===== src/rtl/audio_prefetch.sv =====
// Avalon-MM read master that prefetches 16-bit SDRAM words into a byte FIFO
// feeding the I2S sample path, with playback address and status tracking.
module audio_prefetch #(
    parameter int DEPTH  = 16,
    parameter int ADDR_W = 24
) (
    input  logic              clk,
    input  logic              reset,
    input  logic              play,
    input  logic [ADDR_W-1:0] base_addr,
    input  logic [ADDR_W-1:0] length,
    input  logic              loop,
    output logic [ADDR_W-1:0] m_address,
    output logic              m_read,
    input  logic [15:0]       m_readdata,
    input  logic              m_waitrequest,
    input  logic              m_readdatavalid,
    input  logic              smp_rd,
    output logic [7:0]        smp_data,
    output logic              smp_valid,
    output logic [ADDR_W-1:0] cur_addr,
    output logic              done,
    output logic [7:0]        underrun_cnt
);

    localparam int PW = $clog2(DEPTH);
    localparam int CW = PW + 1;

    typedef enum logic [2:0] {
        S_IDLE,
        S_REQ,
        S_RESP,
        S_STREAM,
        S_AREQ,
        S_ARESP
    } state_e;

    state_e            state_q, state_d;
    logic [ADDR_W-1:0] base_q, base_d;
    logic [ADDR_W-1:0] len_q, len_d;
    logic [ADDR_W-1:0] fptr_q, fptr_d;
    logic [ADDR_W-1:0] frem_q, frem_d;
    logic [ADDR_W-1:0] cptr_q, cptr_d;
    logic [ADDR_W-1:0] crem_q, crem_d;
    logic              done_q, done_d;
    logic [7:0]        und_q, und_d;
    logic [PW-1:0]     wptr_q, wptr_d;
    logic [PW-1:0]     rptr_q, rptr_d;
    logic [CW-1:0]     cnt_q, cnt_d;
    logic [7:0]        mem [DEPTH];

    logic push, pop, flush, active, req_ok;
    logic unused_bits;

    assign unused_bits = base_addr[0] ^ length[0];

    always_comb begin
        state_d = state_q;
        base_d  = base_q;
        len_d   = len_q;
        fptr_d  = fptr_q;
        frem_d  = frem_q;
        cptr_d  = cptr_q;
        crem_d  = crem_q;
        done_d  = done_q;
        und_d   = und_q;
        wptr_d  = wptr_q;
        rptr_d  = rptr_q;
        push    = 1'b0;
        pop     = 1'b0;
        flush   = 1'b0;
        active  = (state_q == S_REQ) || (state_q == S_RESP) ||
                  (state_q == S_STREAM);

        if (active && play) begin
            if (smp_rd && cnt_q != '0) begin
                pop    = 1'b1;
                rptr_d = rptr_q + PW'(1);
                if (!done_q) begin
                    cptr_d = cptr_q + ADDR_W'(1);
                    crem_d = crem_q - ADDR_W'(1);
                    if (crem_d == '0) begin
                        if (loop) begin
                            cptr_d = base_q;
                            crem_d = len_q;
                        end else begin
                            done_d = 1'b1;
                        end
                    end
                end
            end else if (smp_rd && !done_q && und_q != 8'hFF) begin
                und_d = und_q + 8'd1;
            end

            if (state_q == S_RESP && m_readdatavalid) begin
                push   = 1'b1;
                wptr_d = wptr_q + PW'(2);
                fptr_d = fptr_q + ADDR_W'(2);
                frem_d = frem_q - ADDR_W'(2);
                if (frem_d == '0 && loop) begin
                    fptr_d = base_q;
                    frem_d = len_q;
                end
            end
        end

        cnt_d  = cnt_q + (push ? CW'(2) : CW'(0)) - (pop ? CW'(1) : CW'(0));
        req_ok = (frem_d != '0) && (cnt_d <= CW'(DEPTH - 2)) && !done_d;

        unique case (state_q)
            S_IDLE: begin
                if (!play) begin
                    done_d = 1'b0;
                end else if (!done_q) begin
                    base_d = {base_addr[ADDR_W-1:1], 1'b0};
                    len_d  = {length[ADDR_W-1:1], 1'b0};
                    fptr_d = base_d;
                    frem_d = len_d;
                    cptr_d = base_d;
                    crem_d = len_d;
                    und_d  = 8'd0;
                    flush  = 1'b1;
                    if (len_d == '0) done_d = 1'b1;
                    else             state_d = S_REQ;
                end
            end
            S_REQ: begin
                if (!play) begin
                    flush   = 1'b1;
                    state_d = m_waitrequest ? S_AREQ : S_ARESP;
                end else if (!m_waitrequest) begin
                    state_d = S_RESP;
                end
            end
            S_RESP: begin
                if (!play) begin
                    flush   = 1'b1;
                    state_d = m_readdatavalid ? S_IDLE : S_ARESP;
                end else if (m_readdatavalid) begin
                    state_d = req_ok ? S_REQ : S_STREAM;
                end
            end
            S_STREAM: begin
                if (!play) begin
                    flush   = 1'b1;
                    state_d = S_IDLE;
                end else if (req_ok) begin
                    state_d = S_REQ;
                end
            end
            // Stop with a read in flight: finish the handshake, drop the data.
            S_AREQ:  if (!m_waitrequest) state_d = S_ARESP;
            S_ARESP: if (m_readdatavalid) state_d = S_IDLE;
            default: state_d = S_IDLE;
        endcase

        if (flush) begin
            wptr_d = '0;
            rptr_d = '0;
            cnt_d  = '0;
        end
    end

    always_ff @(posedge clk or negedge reset) begin
        if (!reset) begin
            state_q <= S_IDLE;
            base_q  <= '0;
            len_q   <= '0;
            fptr_q  <= '0;
            frem_q  <= '0;
            cptr_q  <= '0;
            crem_q  <= '0;
            done_q  <= 1'b0;
            und_q   <= 8'd0;
            wptr_q  <= '0;
            rptr_q  <= '0;
            cnt_q   <= '0;
        end else begin
            state_q <= state_d;
            base_q  <= base_d;
            len_q   <= len_d;
            fptr_q  <= fptr_d;
            frem_q  <= frem_d;
            cptr_q  <= cptr_d;
            crem_q  <= crem_d;
            done_q  <= done_d;
            und_q   <= und_d;
            wptr_q  <= wptr_d;
            rptr_q  <= rptr_d;
            cnt_q   <= cnt_d;
        end
    end

    always_ff @(posedge clk) begin
        if (push) begin
            mem[wptr_q]          <= m_readdata[7:0];
            mem[wptr_q + PW'(1)] <= m_readdata[15:8];
        end
    end

    assign m_read       = (state_q == S_REQ) || (state_q == S_AREQ);
    assign m_address    = fptr_q;
    assign smp_valid    = (cnt_q != '0);
    assign smp_data     = smp_valid ? mem[rptr_q] : 8'h00;
    assign cur_addr     = cptr_q;
    assign done         = done_q;
    assign underrun_cnt = und_q;

endmodule


===== config.mk =====
export PLATFORM = sky130hd
export DESIGN_NAME = audio_prefetch
export DESIGN_NICKNAME = d
export VERILOG_FILES = /design/src/rtl/audio_prefetch.sv
export SDC_FILE = /design/constraint.sdc
export NUM_CORES = 1
export LEC_CHECK = 0
export ABC_AREA = 0
export BUFFER_PORTS_ARGS = -buffer_cell sky130_fd_sc_hd__buf_4
export CAP_MARGIN = 10
export CORE_MARGIN = 4
export CORE_UTILIZATION = 50
export DETAILED_ROUTE_END_ITERATION = 7
export PLACE_DENSITY_LB_ADDON = 0.1
export SLEW_MARGIN = 25
export SYNTH_ARGS = -nofsm -noshare
export SYNTH_HDL_FRONTEND = slang
export SYNTH_SLANG_ARGS = --single-unit

===== constraint.sdc =====
create_clock -name clk -period 3.75 [get_ports clk]
set_input_delay 0.1875 -clock clk [delete_from_list [all_inputs] [get_ports clk]]
set_output_delay 0.1875 -clock clk [all_outputs]
set_load 0.01 [all_outputs]

==> results of run 1 <==
==> layer usage <==
metal | GRT usage | up-vias | part of all wire | wire (um)
met5 | 0 | - | 0.00015 | 7
met4 | 0.06776 | 2 | 0.025 | 1123
met3 | 0.03760 | 80 | 0.054 | 2453
met2 | 0.4264 | 452 | 0.49 | 22230
met1 | 0.3576 | 6517 | 0.43 | 19600
li1 | - | 6191 | - | -
==> cells in the final DEF, fill, tap and decap left out, types with 24 or more instances in the layout <==
| cell | instances |
|---|---|
| nor3_1 | 45 |
| xnor2_1 | 30 |
| mux2_2 | 40 |
| dlygate4sd3_1 | 58 |
| nor2_1 | 104 |
| inv_1 | 26 |
| clkbuf_16 | 36 |
| mux2i_1 | 24 |
| mux4_2 | 40 |
| edfxtp_1 | 128 |
| dfrtp_1 | 165 |
| nand2_1 | 308 |
| o21ai_0 | 123 |
| buf_4 | 202 |
| nand3_1 | 52 |
| a21oi_1 | 78 |
==> worst max-delay path, cell delays in order (launching register included) <==
cell and delay [ns]:
dfrtp_1 0.51, nor4_4 0.37, nand4_1 0.38, or3_4 0.49
o211a_1 0.14, and4_4 0.27, a211o_1 0.34, a31oi_1 0.43
nand4_1 0.26, o31ai_2 0.22
==> report_power, final <==
| group | switching (W) | internal (W) | leakage [nW] | total, W |
|---|---|---|---|---|
| clock network | 0.00136 | 0.00196 | 0.550 | 0.00332 |
| logic | 0.00250 | 0.00207 | 4.01 | 0.00457 |
| registers | 0.000948 | 0.00410 | 3.26 | 0.00505 |
==> sequential cells by signal, indices dropped and copies added (netlist names) <==
signal        count
mem             128
crem_q           24
cur_addr         24
frem_q           24
m_address        24
base_q           23
len_q            23
underrun_cnt      8
cnt_q             5
rptr_q            4
state_q           3
wptr_q            3
done              1
==> kinds of logic after synthesis <==
logic type	Yosys count	synth area share
AND/OR/NAND/NOR	673	0.1986
multiplexers	104	0.09872
XOR/XNOR	48	0.02608
buffers and inverters	195	0.04804
flip-flops	294	0.4961
AO/OA/AOI/OAI	316	0.1204
adder cells (fa/ha/maj)	15	0.01211
==> through the flow <==
stage	hold slack (ns)	setup WS [ns]	std cells	power [W]	cell area, um^2
3_3_place_gp	0.3808	0.2990	2088	0.009472	17570
6_report	0.02499	0.2453	2210	0.01295	19310
4_1_cts	0.001210	0.2155	2210	0.01298	19290
3_5_place_dp	0.3809	0.2526	2088	0.009564	17570
5_1_grt	0.01508	0.03579	2210	0.01379	19310
2_1_floorplan	-0.1081	0.02502	1645	0.007708	16130
==> area by class of cell <==
type	count	area, um^2	share of cell area
Sequential cell	294	7999	0.4141
Multi-Input combinational cell	1156	7417	0.3840
Timing Repair Buffer	263	2142	0.1109
Clock buffer	49	1010	0.05228
Tap cell	402	503.0	0.02604
Clock inverter	15	127.6	0.006607
Inverter	31	116.4	0.006024
==> what timing repair did <==
| action | CTS | global route |
|---|---|---|
| setup endpoints to repair | 0 | 6 |
| hold endpoints to repair | 299 | 0 |
| hold buffers | 58 | 0 |
| resized for setup | 0 | 4 |
==> worst max-delay path by stage <==
| stage | startpoint | to | slack (ns) | cells past startpoint |
|---|---|---|---|---|
| after floorplan | state_q[1] | state_q[1] | 0.03 | 17 |
| after global placement | frem_q[11] | state_q[1] | 0.30 | 9 |
| after detailed placement | frem_q[11] | state_q[1] | 0.25 | 10 |
| after CTS | crem_q[1] | crem_q[11] | 0.22 | 12 |
| after global routing | frem_q[2] | state_q[1] | 0.04 | 12 |
| final | frem_q[5] | state_q[1] | 0.25 | 9 |
==> impl_results.md, run 1 <==
- Wire per inst: 20.55 um
- CTS clk-pin slew, worst paths: 0.06 ns
- Postcts setup bufs: 0
- Max clock buf depth: 3
- Setup TNS: 0 ns
- Share of the core filled with cells: 0.6090
- FFs w/ async S/R, synth: 0.5646
- First-pass GRT wire length: 72940 um
- Die footprint: 35180 um^2
- CTS buffer count: 35
- Clk_lat worst skew: 0.52 ns
- Total grt overflow: 0
- Worst hold path depth: 3
- Synth warn: 0
- Number of flops mapped to enable cells by yosys: 128
- Count of cell types in the netlist: 86
- Die Width: 187.6 um
- Largest net degree at the start of global routing: 104
- Setup CP Type: reg2reg
- Vias in the first global route: 12910
- Max-cap violations: 0
- Worst-Margin Slew: 0.8663 ns
- Netlist Area Pre-Place: 16120 um^2
- Crit end category: register
- Drt first pass iters: 7
- Peak Freq: 0.2853 GHz
- Pleak: 7.823 nW
- Register area share after synthesis: 0.4961
- Worst R2R End: state_q[1]
- DR iter-0 viols: 1099
- Total Wirelength: 45420 um
- Die Y: 187.6 um
- Hpwl dp: 30850 um
- DR vias/cell: 5.992
- CP max FO: 18
- CTS tree: yes
- #FFs+latches synth: 294
- Worst R2R Setup Slack: 0.25 ns
- Final setup viols: 0
- Remaining DRCs: 0
- Hold Path Origin: m_readdata[13]
- Final setup skew: 0.01337 ns
- Cells after Synth: 1645
- Initial Util: 0.5083
- Synth area leader: dfrtp_1
- Hold Crit Class: in2reg
- Worst Hold End: mem[9][5]
- Final ANT Viol Nets: 0
- Routability cong.: 0.9225
- Layout cells sized above 1: 0.2063
- RSZ-0062 raised after global routing: no
- Tcrit/Tclk final: 0.9346
- Global Route Usage Sum: 0.2567
- Rel. slew slack: 0.4203
- Post-synth top cells: nand2_1 (310), dfrtp_1 (166), clkbuf_1 (136)
- Antenna cells: 0
- Top cell type's share of synthesized area: 0.2577
- Crit path launch type: register
- Top Ports: 138
- Fin. Hold Viols: 0
- Port Buffer Count: 135
- Most frequent cell after synthesis: nand2_1
- Fillers: 2637
- Htree depth: 2
- Peak VDD IR: 0.3790 mV
- Critical Path AT: 3.93 ns
- Min cycle time layout: 3.505 ns
- Outcome: finished, final reports clean
- Most area-consuming cells after synthesis: dfrtp_1 (26%), edfxtp_1 (24%), nand2_1 (7.2%)
- CTS sink cnt: 294
- Initial antenna violation count: 1
- Root buffer selected by CTS: clkbuf_16
- Syn avg cell area: 9.800 um^2
- Placeable Area: 31720 um^2
- Rows: 65
- Final Net Count: 1867
- WP data required: 4.17 ns
- Mapped Nets: 1731
- Critical R2R Launch: frem_q[5]
- Pwr Density: 670.3 nW/um^2
- Area delta synth->final: 19.81%
- Slew Limit Fails: 0
- Worst reg2reg path depth: 9
- Most common flop cell mapped by yosys: dfrtp_1
- Via count: 13240
Power figures use the tool's default switching activity.
==> inputs of run 2 (changes only) <==
==> constraint.sdc (replaced) <==
create_clock -name clk -period 3.75 [get_ports clk]
set_input_delay 0.75 -clock clk [delete_from_list [all_inputs] [get_ports clk]]
set_output_delay 0.75 -clock clk [all_outputs]
set_load 0.01 [all_outputs]
==> impl_results.md, run 2 (synthesis gave the netlist of run 1 again) <==
- Final setup viols: 0 (unchanged)
- Postcts setup bufs: 0 (unchanged)
- Htree depth: 2 (unchanged)
- Hold Crit Class: in2async (was in2reg)
- Max reg flops: 128 (unchanged)
- CTS buffer count: 34 (was 35)
- Vias in the first global route: 12830 (was 12910)
- Outcome: finished, final reports clean (unchanged)
- PostCTS Resize Cnt: 0 (unchanged)
- Largest net degree at the start of global routing: 95 (was 104)
- Total grt overflow: 0 (unchanged)
- Initial antenna violation count: 2 (was 1)
- Crit path launch type: register (unchanged)
- Root buffer selected by CTS: clkbuf_16 (unchanged)
- RSZ-0062 raised after global routing: no (unchanged)
- Drt first pass iters: 7 (unchanged)
- First-pass GRT wire length: 71930 um (was 72940 um)
- Post-placement cell area: 17730 um^2 (was 17570 um^2)
- Min cycle time layout: 3.533 ns (was 3.505 ns)
- Grt met3 use: 0.03537 (was 0.03760)
- Hold_buf cts: 0 (was 58)
- DR vias/cell: 5.996 (was 5.992)
- CTS tree: yes (unchanged)
- Setup TNS: 0 ns (unchanged)
- Rel. slew slack: 0.4234 (was 0.4203)
- Layout cells sized above 1: 0.2179 (was 0.2063)
- Slew Limit Fails: 0 (unchanged)
- Tcrit/Tclk final: 0.9422 (was 0.9346)
- Final Net Count: 1819 (was 1867)
- Die footprint: 35180 um^2 (unchanged)
- Max clock buf depth: 3 (unchanged)
- Global Route Usage Sum: 0.2542 (was 0.2567)
- Fin. Hold Viols: 0 (unchanged)
- Placeable Area: 31720 um^2 (unchanged)
- GRT Max-Usage Layer: met2 (unchanged)
- Port Buffer Count: 135 (unchanged)
- Wire per inst: 20.84 um (was 20.55 um)
- Critical R2R Launch: frem_q[11] (was frem_q[5])
- Area delta synth->final: 17.11% (was 19.81%)
- DR iter-0 viols: 980 (was 1099)
- Worst-Margin Slew: 0.8649 ns (was 0.8663 ns)
- Crit end category: register (unchanged)
- Clk_lat worst skew: 0.52 ns (about the same)
- Final ANT Viol Nets: 0 (unchanged)
- Die Width: 187.6 um (unchanged)
- Post-route cell area: 18880 um^2 (was 19310 um^2)
- Worst R2R Setup Slack: 0.22 ns (was 0.25 ns)
- Rows: 65 (unchanged)
- Fillers: 2782 (was 2637)
- Top Ports: 138 (unchanged)
- WP data required: 4.17 ns (about the same)
- Peak VDD IR: 0.4757 mV (was 0.3790 mV)
- CP max FO: 18 (unchanged)
- Via count: 12960 (was 13240)
- Critical Path AT: 3.96 ns (was 3.93 ns)
- M2 GR Usage: 0.4239 (was 0.4264)
- Pleak: 7.680 nW (was 7.823 nW)
- Fin cells: 2161 (was 2210)
- Initial Util: 0.5083 (unchanged)
- Most frequent cells in the layout: nand2_1 (308), buf_4 (207), dfrtp_1 (165) (was nand2_1 (308), buf_4 (202), dfrtp_1 (165))
- Pwr Density: 681.6 nW/um^2 (was 670.3 nW/um^2)
- CTS clk-pin slew, worst paths: 0.06 ns (about the same)
- Routability cong.: 0.8999 (was 0.9225)
- Most common cell after layout, fill and taps aside: nand2_1 (unchanged)
- Peak Freq: 0.2830 GHz (was 0.2853 GHz)
- Worst R2R End: state_q[1] (unchanged)
- Setup CP Type: reg2reg (unchanged)
- Final setup skew: 0.01894 ns (was 0.01337 ns)
- Cells after DPL: 2098 (was 2088)
- Remaining DRCs: 0 (unchanged)
- Biggest register: mem (unchanged)
- CTS sink cnt: 294 (unchanged)
- Worst reg2reg path depth: 9 (unchanged)
- Met1 usage: 0.3479 (was 0.3576)
- Hpwl dp: 31020 um (was 30850 um)
- Total Wirelength: 45030 um (was 45420 um)
- Die Y: 187.6 um (unchanged)
- Max-cap violations: 0 (unchanged)
[run 2: changes by cell type in the layout (fill, tap and decap cells not counted), sizes merged]
cell / before / now
clkinv: 14 / 21
bufinv: 1 / 3
inv: 27 / 26
buf: 204 / 216
clkbuf: 50 / 41
dlygate4sd3: 58 / 0
diode: 0 / 1
clkinvlp: 4 / 1
[run 2: through the flow]
stage	hold WS (ns)	setup WS (ns)	utilization	total power, W
finish	0.1847	0.2168	0.5952	0.01287
global route	0.2140	0.01983	0.5952	0.01368
CTS	0.3687	0.2104	0.5943	0.01292
detailed placement	0.4906	0.1800	0.5591	0.009572
global placement	0.4818	0.2044	0.5591	0.009480
floorplan	0.4544	0.01623	-	0.007718
[run 2: worst max path at each step]
stage          startpoint    endpoint  slack, ns  cells past startpoint
4_1_cts        frem_q[11]  state_q[1]       0.21                      9
5_1_grt        frem_q[11]  state_q[1]       0.02                      9
2_1_floorplan        play  state_q[1]       0.02                     17
3_5_place_dp         play  state_q[1]       0.18                     14
3_3_place_gp         play  state_q[1]       0.20                     14
6_report       frem_q[11]  state_q[1]       0.22                      9
[run 2: per-layer routing]
metal | vias up | part of all wire
li1 | 6095 | -
met1 | 6294 | 0.42
met2 | 467 | 0.48
met3 | 99 | 0.061
met4 | 2 | 0.034
met5 | - | 0.00020
[run 2: critical path, cell delays in order (launching register included)]
cell	delay, ns
dfrtp_1	0.50
nor4_1	0.49
nand4_1	0.36
o31a_1	0.40
nor4_2	0.30
and4_4	0.45
or4_1	0.15
nand3_1	0.15
or3b_1	0.42
o31ai_2	0.21
[run 2: power breakdown]
part           switching, W  internal, W
logic               0.00242      0.00203
registers          0.000991      0.00410
clock network       0.00135      0.00196
total               0.00477      0.00810
[run 2: final cells by class]
cell class	instances	area [um^2]	area share
Clock buffer	41	918.4	0.04864
Multi-Input combinational cell	1156	7408	0.3924
Sequential cell	294	7999	0.4237
Inverter	31	117.6	0.006230
Timing Repair Buffer	216	1733	0.09179
Antenna cell	1	2.502	0.0001325
Clock inverter	20	197.7	0.01047
Tap cell	402	503.0	0.02664
==> inputs of run 3 (changes only) <==
CAP_MARGIN = 20   (was 10)
TNS_END_PERCENT = 30   (was unset)
clock period = 4.4 ns   (was 3.75 ns; I/O delays follow)
==> impl_results.md, run 3 (synthesis gave the netlist of run 1 again) <==
- Outcome: finished, final reports clean (unchanged)
- CTS buffer count: 34 (unchanged)
- Slew Limit Fails: 0 (unchanged)
- Htree depth: 2 (unchanged)
- Total grt overflow: 0 (unchanged)
- Placeable Area: 31720 um^2 (unchanged)
- Worst R2R End: cur_addr[4] (was state_q[1])
- Wire per inst: 20.75 um (was 20.84 um)
- Most common cell after layout, fill and taps aside: nand2_1 (unchanged)
- Max clock buf depth: 3 (unchanged)
- DR vias/cell: 6.059 (was 5.996)
- Clk_lat worst skew: 0.50 ns (was 0.52 ns)
- Largest net degree at the start of global routing: 71 (was 95)
- Final Net Count: 1775 (was 1819)
- Max reg flops: 128 (unchanged)
- Cells after DPL: 2055 (was 2098)
- Critical Path AT: 4.10 ns (was 3.96 ns)
- Rows: 65 (unchanged)
- Postcts setup bufs: 0 (unchanged)
- Final ANT Viol Nets: 0 (unchanged)
- Global Route Usage Sum: 0.2454 (was 0.2542)
- DR iter-0 viols: 1237 (was 980)
- Setup TNS: 0 ns (unchanged)
- CTS sink cnt: 294 (unchanged)
- Hpwl dp: 30130 um (was 31020 um)
- Final setup viols: 0 (unchanged)
- PostCTS Resize Cnt: 0 (unchanged)
- Hold_buf cts: 0 (unchanged)
- WP data required: 4.75 ns (was 4.17 ns)
- Peak Freq: 0.2666 GHz (was 0.2830 GHz)
- Crit path from: crem_q[0] (was frem_q[11])
- Worst reg2reg path depth: 12 (was 9)
- Critical R2R Launch: crem_q[0] (was frem_q[11])
- Min cycle time layout: 3.751 ns (was 3.533 ns)
- Fin. Hold Viols: 0 (unchanged)
- Total Wirelength: 43890 um (was 45030 um)
- CP max FO: 33 (was 18)
- Pleak: 7.420 nW (was 7.680 nW)
- Die Width: 187.6 um (unchanged)
- Post-route cell area: 18480 um^2 (was 18880 um^2)
- Final setup skew: 0.008854 ns (was 0.01894 ns)
- Crit end category: register (unchanged)
- Post-placement cell area: 17370 um^2 (was 17730 um^2)
- Drt first pass iters: 5 (was 7)
- Root buffer selected by CTS: clkbuf_16 (unchanged)
- Fin cells: 2115 (was 2161)
- Tcrit/Tclk final: 0.8524 (was 0.9422)
- Most frequent cells in the layout: nand2_1 (308), buf_4 (166), dfrtp_1 (165) (was nand2_1 (308), buf_4 (207), dfrtp_1 (165))
- Routability cong.: 0.8934 (was 0.8999)
- Hold Crit Class: in2async (unchanged)
- Initial Util: 0.5083 (unchanged)
- Worst-Margin Slew: 0.9639 ns (was 0.8649 ns)
- Remaining DRCs: 0 (unchanged)
- Die Y: 187.6 um (unchanged)
- Layout cells sized above 1: 0.1928 (was 0.2179)
- Pwr Density: 582.4 nW/um^2 (was 681.6 nW/um^2)
- Initial antenna violation count: 1 (was 2)
- Area delta synth->final: 14.61% (was 17.11%)
- First-pass GRT wire length: 69830 um (was 71930 um)
- Setup CP Type: reg2reg (unchanged)
- Port Buffer Count: 135 (unchanged)
- Crit path launch type: register (unchanged)
- CTS tree: yes (unchanged)
- Peak VDD IR: 0.3497 mV (was 0.4757 mV)
- Top Ports: 138 (unchanged)
- RSZ-0062 raised after global routing: no (unchanged)
- Via count: 12810 (was 12960)
- CTS clk-pin slew, worst paths: 0.06 ns (about the same)
- Worst R2R Setup Slack: 0.65 ns (was 0.22 ns)
- Rel. slew slack: 0.3550 (was 0.4234)
- Biggest register: mem (unchanged)
- Die footprint: 35180 um^2 (unchanged)
- Max-cap violations: 0 (unchanged)
- Vias in the first global route: 12290 (was 12830)
[run 3: cell count changes in the layout (fill, tap and decap cells not counted)]
| cell | delta |
|---|---|
| and2_1 | +1 |
| and2_4 | -1 |
| buf_12 | -2 |
| buf_16 | -1 |
| buf_4 | -41 |
| clkbuf_1 | +4 |
| clkbuf_8 | +3 |
| clkinv_1 | +1 |
| clkinv_2 | -9 |
| clkinv_8 | -2 |
| inv_6 | +1 |
| nor4bb_1 | +1 |
| nor4bb_4 | -1 |
[run 3: layer usage]
layer / vias up / global-route usage / routed length [um]
met1: 6288 / 0.3432 / 18880
met5: - / 0 / 0
met4: 0 / 0.06522 / 1125
met3: 67 / 0.03481 / 2837
met2: 452 / 0.4065 / 21040
li1: 6007 / - / -
[run 3: power breakdown]
group	internal, W	total [W]	switching (W)
clock network	0.00172	0.00282	0.00110
registers	0.00350	0.00443	0.000938
logic	0.00160	0.00351	0.00191
[run 3: worst max-delay path by stage]
| stage | to | slack, ns | depth (start not counted) |
|---|---|---|---|
| finish | cur_addr[4] | 0.65 | 12 |
| global route | cur_addr[8] | 0.41 | 12 |
| CTS | smp_data[2] | 0.61 | 5 |
| detailed placement | state_q[1] | 0.58 | 15 |
| global placement | state_q[1] | 0.65 | 15 |
| floorplan | state_q[1] | 0.08 | 17 |
[run 3: layout make-up]
type                            count  area, um^2
Inverter                           31       116.4
Tap cell                          402       503.0
Clock inverter                     11       133.9
Fill cell                        2782       13240
Multi-Input combinational cell   1156        7391
Timing Repair Buffer              172        1358
Clock buffer                       48       974.7
Antenna cell                        1       2.502
Sequential cell                   294        7999
[run 3: critical path, cell delays in order, from the launching register on]
cell	delay, ns
dfrtp_1	0.45
inv_1	0.11
ha_1	0.26
nor3b_2	0.43
nand2_1	0.18
or4b_2	0.66
a32oi_1	0.32
and4_2	0.52
buf_12	0.25
nor3b_1	0.07
a21oi_1	0.12
a2bb2oi_1	0.16
o21ai_0	0.08
[run 3: stage by stage]
step	utilization	setup slack [ns]	total power, W	hold slack (ns)
final	0.5826	0.6494	0.01076	0.3829
after global routing	0.5826	0.4066	0.01144	0.4333
after CTS	0.5825	0.6054	0.01081	0.4046
after detailed placement	0.5475	0.5841	0.007957	0.4905
after global placement	0.5475	0.6510	0.007893	0.4860
after floorplan	-	0.08113	0.006566	0.4598
